$ cat src/rtl/serial_adder_pkg.sv
// Shared definitions for the bit-serial adder: FSM state encoding and default width.
package serial_adder_pkg;

    localparam int unsigned DEFAULT_WIDTH = 8;

    typedef enum logic [1:0] {
        StIdle = 2'd0,
        StRun  = 2'd1,
        StDone = 2'd2
    } state_t;

endpackage

$ cat src/rtl/fa_cell.sv
// Purely combinational 1-bit full adder cell.
module fa_cell (
    input  logic A,
    input  logic B,
    input  logic ci,
    output logic co,
    output logic s
);

    // Sum is the parity of the three inputs; carry is their majority.
    always_comb begin
        s  = A ^ B ^ ci;
        co = (A & B) | (A & ci) | (B & ci);
    end

endmodule

$ cat src/rtl/serial_adder.sv
// Bit-serial adder: streams operand bit pairs LSB first through one full-adder cell,
// holding the carry in a flop, and publishes the assembled sum with a one-cycle done pulse.
module serial_adder
    import serial_adder_pkg::*;
#(
    parameter int unsigned WIDTH = DEFAULT_WIDTH,
    parameter int unsigned CNT_W = $clog2(WIDTH)
) (
    input  logic             clk,
    input  logic             rst,
    input  logic             start,
    input  logic [WIDTH-1:0] A,
    input  logic [WIDTH-1:0] B,
    input  logic             ci,
    output logic             busy,
    output logic             done,
    output logic [WIDTH-1:0] s,
    output logic             co
);

    state_t             state;
    logic [WIDTH-1:0]   a_sh;
    logic [WIDTH-1:0]   b_sh;
    logic [WIDTH-1:0]   sum_sh;
    logic               carry;
    logic [CNT_W-1:0]   cnt;

    logic               cell_s;
    logic               cell_co;
    logic [WIDTH-1:0]   sum_next;
    logic               last_bit;

    fa_cell u_fa_cell (
        .A  (a_sh[0]),
        .B  (b_sh[0]),
        .ci (carry),
        .co (cell_co),
        .s  (cell_s)
    );

    // New sum bit enters at the MSB so that after WIDTH shifts bit 0 sits at the LSB.
    always_comb begin
        sum_next = {cell_s, sum_sh[WIDTH-1:1]};
        last_bit = (cnt == CNT_W'(WIDTH - 1));
    end

    // Sequencer: latches operands on start, shifts one bit per RUN cycle, publishes on the last.
    always_ff @(posedge clk or posedge rst) begin
        if (rst) begin
            state  <= StIdle;
            a_sh   <= '0;
            b_sh   <= '0;
            sum_sh <= '0;
            carry  <= 1'b0;
            cnt    <= '0;
            busy   <= 1'b0;
            done   <= 1'b0;
            s      <= '0;
            co     <= 1'b0;
        end else begin
            case (state)
                StIdle: begin
                    done <= 1'b0;
                    if (start) begin
                        a_sh   <= A;
                        b_sh   <= B;
                        carry  <= ci;
                        cnt    <= '0;
                        sum_sh <= '0;
                        busy   <= 1'b1;
                        state  <= StRun;
                    end
                end
                StRun: begin
                    sum_sh <= sum_next;
                    carry  <= cell_co;
                    a_sh   <= a_sh >> 1;
                    b_sh   <= b_sh >> 1;
                    cnt    <= cnt + CNT_W'(1);
                    if (last_bit) begin
                        s     <= sum_next;
                        co    <= cell_co;
                        busy  <= 1'b0;
                        done  <= 1'b1;
                        state <= StDone;
                    end
                end
                StDone: begin
                    done  <= 1'b0;
                    state <= StIdle;
                end
                default: begin
                    busy  <= 1'b0;
                    done  <= 1'b0;
                    state <= StIdle;
                end
            endcase
        end
    end

endmodule

$ cat config.mk
export PLATFORM = sky130hd
export DESIGN_NAME = serial_adder
export DESIGN_NICKNAME = d
export VERILOG_FILES = /design/src/rtl/serial_adder_pkg.sv /design/src/rtl/fa_cell.sv /design/src/rtl/serial_adder.sv
export SDC_FILE = /design/constraint.sdc
export NUM_CORES = 1
export LEC_CHECK = 0
export ABC_CLOCK_PERIOD_IN_PS = 2100
export CAP_MARGIN = 20
export CELL_PAD_IN_SITES_DETAIL_PLACEMENT = 2
export CELL_PAD_IN_SITES_GLOBAL_PLACEMENT = 2
export CORE_MARGIN = 2
export CORE_UTILIZATION = 36
export CTS_BUF_LIST = sky130_fd_sc_hd__clkbuf_2
export DETAILED_ROUTE_END_ITERATION = 16
export PLACE_DENSITY_LB_ADDON = 0.25
export SLEW_MARGIN = 30
export SYNTH_ARGS = -nofsm -noshare
export SYNTH_HDL_FRONTEND = slang
export SYNTH_HIERARCHICAL = 1
export SYNTH_SLANG_ARGS = --single-unit
$ cat constraint.sdc
create_clock -name clk -period 2.1 [get_ports clk]
set_clock_uncertainty 0.15 [all_clocks]
set_input_delay 0.42 -clock clk [delete_from_list [all_inputs] [get_ports clk]]
set_output_delay 0.42 -clock clk [all_outputs]
set_load 0.03 [all_outputs]
==> out/metrics.cfg, run 1 <==
[critical_path]
crit_family = buffers and inverters
crit_required_ns = 1.53
slowest_stage = clkdlybuf4s50_1
end_kind = primary output
critical_path_class = flip-flop to primary output
start_kind = flip-flop
crit_fanout = 2
worst_ep_arrival_time_ns = 1.43
cp_num_buf_inv = 1
crit_chain = clkdlybuf4s50_1
slowest_delay_ns = 0.67

[cts]
clk_pin_slew_ns = 0.23
insertion_delay_ns = 0.39
cts_tree = yes
htree_levels = 2
cts_buffer_depth = 2
numClockSinks = 40
cts_made_buffers = 5
cts_hold_buf = 0
root_buffer = clkbuf_2

[synth]
seq_area_frac_synth_pct = 56.4
synth.avg_cell_area_um2 = 12.2
synth_cell_type_count = 27
netlist_area_um2 = 1770
yosys_warnings = 6
synthesis.nets = 169
synth_cells = 146
synth-seq-cells = 40

[global_route]
grt-ovfl-total = 0
grt.total_usage_pct = 18.0
grt_pass1_wl_um = 7400
grt_max_degree = 41
first_global_vias = 1464
antenna_found_initial = 0

[floorplan]
row_count = 25
die_x_um = 74.2
core-area_um2 = 4720
dieArea_um2 = 5510
top_level_ports = 31
start_util_pct = 37.6
die_h_um = 74.2

[detailed_routing]
vias = 1282
met2_length_um = 2410
drt_iter0_drc = 67
final_antenna_net_count = 0
topRoutingLayerUsed = met3
wl_per_cell_um = 18.1
routed_via_density = 5.15
routed_wl_um = 4510
dr.pass1.iters = 4
drc = 0
met3WireLength_um = 174
wl_met1_um = 1920

[sta]
rsz0062_at_grt = no
worstMarginPinSlew_ns = 0.535
slew_headroom_pct = 64.2
tns_ns = 0
final-setup-viol-count = 0
layout_min_cycle_time_ns = 2.00
slew_violations = 0
period_share_pct = 95.0
layout_setup_ws_ns = 0.104
fmax_mhz = 501
holdWs_ns = 0.266
finalHoldViolations = 0

[final_layout]
layout-drive-gt1-share_pct = 15.4
diodes = 0
layout_common_cells = dfrtp_1 (40), clkdlybuf4s50_1 (20), o22ai_1 (12)
fin_nets = 204
fin_area_um2 = 2300
layout_commonest_cell = dfrtp_1
area_delta_synth_final_pct = 29.5
nFillCells = 473

[power_and_ir_drop]
p_leak_nw = 1.11
power.density_nw_per_um2 = 1520
peakVddDrop_mv = 0.397
p_total_mw = 3.49

[place]
port_buffers = 30
pre_cts_ws_ns = 0.0957
hpwl_um = 3210
gp_congestion = 0.730
postPlaceCellArea_um2 = 2160

[run_status]
status = complete, no violations

[worst_hold_path]
hold_class = input port to async pin

[job]
cap_violations = 0

## per-stage QoR
stage | util, % | cells
6_report | 48.7 | 249
5_1_grt | 48.7 | 249
4_1_cts | 48.1 | 249
3_5_place_dp | 45.7 | 241
3_3_place_gp | 45.7 | 241
2_1_floorplan | - | 146
## report_power, final
part | switching, mW | leakage (nW) | total (mW) | internal, mW
Combinational | 0.740 | 0.563 | 1.42 | 0.678
Sequential | 0.252 | 0.484 | 1.36 | 1.11
Clock | 0.269 | 0.0632 | 0.709 | 0.440
## tightest hold or removal path, cell delays in order
cell and delay (ns):
clkdlybuf4s50_1 0.39, inv_1 0.05, buf_4 0.43
## final cells by class
class                      count  area [um^2]  area share, %
clock buffer                   5         25.0           1.09
timing repair buffer          37          378           16.4
multi-input combinational     89          691           30.0
inverter                       8         30.0           1.31
tap                           67         83.8           3.65
sequential                    40         1000           43.5
clock inverter                 3         90.1           3.92
## cell usage after synthesis
library cell / number / share of area [%]
nand3b_1: 2 / 0.85
nor2b_4: 1 / 0.78
o22ai_1: 12 / 4.2
clkbuf_1: 1 / 0.21
nand2_8: 1 / 1.1
nand2b_1: 3 / 1.1
a221oi_1: 3 / 1.5
buf_4: 1 / 0.42
nand2_1: 5 / 1.1
o21bai_1: 1 / 0.42
nor3_1: 3 / 0.85
dfrtp_1: 40 / 56
fa_1: 1 / 1.1
clkinv_1: 1 / 0.21
o22a_1: 4 / 2.0
buf_2: 6 / 1.7
inv_1: 7 / 1.5
ha_1: 2 / 1.4
nor3b_1: 4 / 1.7
o221a_2: 2 / 1.3
o21ai_0: 7 / 2.0
mux2_4: 9 / 7.6
buf_6: 1 / 0.63
a22o_1: 9 / 4.4
nor2_1: 5 / 1.1
nor2b_1: 4 / 1.4
a21oi_1: 11 / 3.1
## per-layer routing
metal  vias up  GRT usage [%]
met5         -              0
met4         0           5.05
met3         0           4.74
met2        31           30.6
met1       652           22.9
li1        599              -
## repair_timing
item                                    4_1_cts  5_1_grt
endpoints found under the setup margin        0       10
resized for setup                             0       10
buffers inserted                              0        0
## registers in the layout, indices dropped and copies added (netlist names)
signal and flops:
a_sh 8, b_sh 8, s 8, sum_sh 7
cnt 3, state 2, busy 1, carry 1
co 1, done 1
## worst paths after layout
kind | from | endpoint | slack (ns) | depth (start not counted)
max | s[0] | s[0] | 0.10 | 1
min in group clk | s[4] | s[4] | 0.39 | 1
min reg2reg | s[4] | s[4] | 0.39 | 1
max reg2reg | state[0] | a_sh[6] | 0.31 | 4
max in group asynchronous | rst | cnt[0] | 1.16 | 3
min | rst | s[5] | 0.27 | 3
## kinds of logic (layout without fill, tap and decap cells)
family,count (synthesis),in the layout,synth area share [%]
muxes,9,9,7.62
DFF,40,40,56.4
and+or+nand+nor,28,28,9.87
adders and majority gates,3,3,2.54
AOI/OAI and AO/OA,49,49,18.9
buffers and inverters,17,53,4.65
Note: power is estimated with default switching activity, not from simulation.
==> run 2: changes to the inputs <==
ABC_CLOCK_PERIOD_IN_PS = 2200   (was 2100)
clock period = 2.2 ns   (was 2.1 ns; I/O delays follow)
==> out/metrics.cfg, run 2 (synthesis results as in run 1) <==
[critical_path]
crit_family = buffers and inverters
r2r_end = a_sh[6]
worst_ep_arrival_time_ns = 1.48  ; +0.05 ns
slowest_delay_ns = 0.68  ; about the same
end_kind = primary output
cp_num_buf_inv = 1  ; unchanged
r2r_cells = 4  ; unchanged
crit_chain = clkdlybuf4s50_1
start_kind = flip-flop
crit_required_ns = 1.61  ; +0.08 ns
slowest_stage = clkdlybuf4s50_1
crit_fanout = 2  ; unchanged
reg2reg_slack_ns = 0.46  ; +0.15 ns
critical_path_class = flip-flop to primary output
reg2reg_from = state[0]

[place]
gp_congestion = 0.743  ; +1.7%
port_buffers = 30  ; unchanged
hpwl_um = 3110  ; -3.0%

[sta]
period_share_pct = 94.0
slew_headroom_pct = 60.8  ; -3.4 points
worstMarginPinSlew_ns = 0.588  ; +0.0535 ns
fmax_mhz = 484
layout_min_cycle_time_ns = 2.07
tns_ns = 0  ; unchanged
finalHoldViolations = 0  ; unchanged
rsz0062_at_grt = no
slew_violations = 0  ; unchanged
final-setup-viol-count = 0  ; unchanged

[floorplan]
core-area_um2 = 4720  ; unchanged
die_h_um = 74.2  ; unchanged
dieArea_um2 = 5510  ; unchanged
row_count = 25  ; unchanged
top_level_ports = 31  ; unchanged
start_util_pct = 37.6  ; unchanged
die_x_um = 74.2  ; unchanged

[run_status]
status = complete, no violations

[power_and_ir_drop]
clkPwrFrac_pct = 10.7  ; -9.6 points
seq_power_share_pct = 44.1  ; +5.1 points
peakVddDrop_mv = 0.410  ; +3.4%
p_int_mw = 1.80  ; -19%
p_comb_share_pct = 45.3  ; +4.7 points
power.density_nw_per_um2 = 1360  ; -10%
p_total_mw = 2.97  ; -15%
p_leak_nw = 0.963  ; -13%
p_sw_share_pct = 39.5  ; +3.3 points
p_sw_mw = 1.17  ; -7.0%

[cts]
cts_hold_buf = 0  ; unchanged
root_buffer = clkbuf_2
htree_levels = 2  ; unchanged
cts_made_buffers = 5  ; unchanged
cts_tree = yes
cts_buffer_depth = 2  ; unchanged
insertion_delay_ns = 0.40  ; about the same
post_cts_buffers = 0  ; unchanged
numClockSinks = 40  ; unchanged
ctsResizeCount = 0  ; unchanged
clk_pin_slew_ns = 0.20  ; -0.03 ns

[final_layout]
layout_common_cells = dfrtp_1 (40), clkdlybuf4s50_1 (30), o22ai_1 (12)
largestRegisters = a_sh (8), b_sh (8), s (8)
fin_nets = 203  ; -0.49%
layout_commonest_cell = dfrtp_1
diodes = 0  ; unchanged
layout-drive-gt1-share_pct = 14.4  ; -0.94 points
area_delta_synth_final_pct = 23.2

[detailed_routing]
drt_iter0_drc = 63  ; -6.0%
wl_per_cell_um = 17.1  ; -5.7%
vias = 1284  ; +0.16%
dr.pass1.iters = 4  ; unchanged
routed_via_density = 5.20  ; +0.97%
final_antenna_net_count = 0  ; unchanged
drc = 0  ; unchanged
routed_wl_um = 4220  ; -6.5%

[global_route]
grt-ovfl-total = 0  ; unchanged
antenna_found_initial = 0  ; unchanged
grt_pass1_wl_um = 6980  ; -5.8%
grt.total_usage_pct = 17.0  ; -1.0 points
grt_max_degree = 41  ; unchanged
first_global_vias = 1376  ; -6.0%

[worst_hold_path]
hold_class = input port to async pin

[job]
cap_violations = 0  ; unchanged

==> run 2: cell types whose count changed in the layout (fill, tap and decap cells not counted) <==
cell / change
buf_4: -1
clkbuf_2: +1
clkdlybuf4s50_1: +10
bufinv_16: -3
clkinv_2: +1
dlymetal6s2s_1: -10
==> run 2: power by group through the flow <==
stage / registers (mW) / logic [mW] / clock network [mW]
after detailed placement: 1.33 / 1.37 / 0
after global placement: 1.30 / 1.29 / 0
final: 1.31 / 1.35 / 0.317
after floorplan: 1.41 / 0.822 / 0
after global routing: 1.37 / 1.49 / 0.355
after CTS: 1.32 / 1.37 / 0.327
==> run 2: through the flow <==
stage	instance area, um^2	cells	hold slack (ns)	utilization [%]	setup slack (ns)
3_5_place_dp	2150	240	0.348	45.5	0.0573
4_1_cts	2190	247	0.298	46.3	0.110
3_3_place_gp	2150	240	0.330	45.5	0.200
6_report	2190	247	0.282	46.3	0.133
5_1_grt	2190	247	0.340	46.3	0.0502
2_1_floorplan	1770	146	0.316	-	0.678
==> run 2: how the worst max path moves through the flow <==
stage / endpoint / start / depth (start not counted) / slack, ns
detailed placement: b_sh[6] / start / 4 / 0.06
CTS: busy / busy / 1 / 0.11
global route: busy / busy / 1 / 0.05
finish: s[0] / s[0] / 1 / 0.13
global placement: b_sh[6] / start / 4 / 0.20
floorplan: co / cnt[0] / 4 / 0.68
==> run 2: final cells by class <==
cell class | instances | area, um^2
sequential | 40 | 1000
fill | 489 | 2540
multi-input combinational | 89 | 691
timing repair buffer | 36 | 345
tap | 67 | 83.8
clock buffer | 6 | 30.0
clock inverter | 1 | 5.00
inverter | 8 | 30.0
==> run 2: layer usage <==
metal  track usage (%)  up-vias  share of wire (%)
met4              4.85        0                1.4
met3              3.66        7                3.2
met1              22.4      654                 45
met2              28.5       24                 50
met5                 0        -                  0
li1                  -      599                  -
==> run 3: changes to the inputs <==
SKIP_CTS_REPAIR_TIMING = 1   (was default)
==> results of run 3 <==
The final DEF is identical to that of run 2; final timing and power are the same.
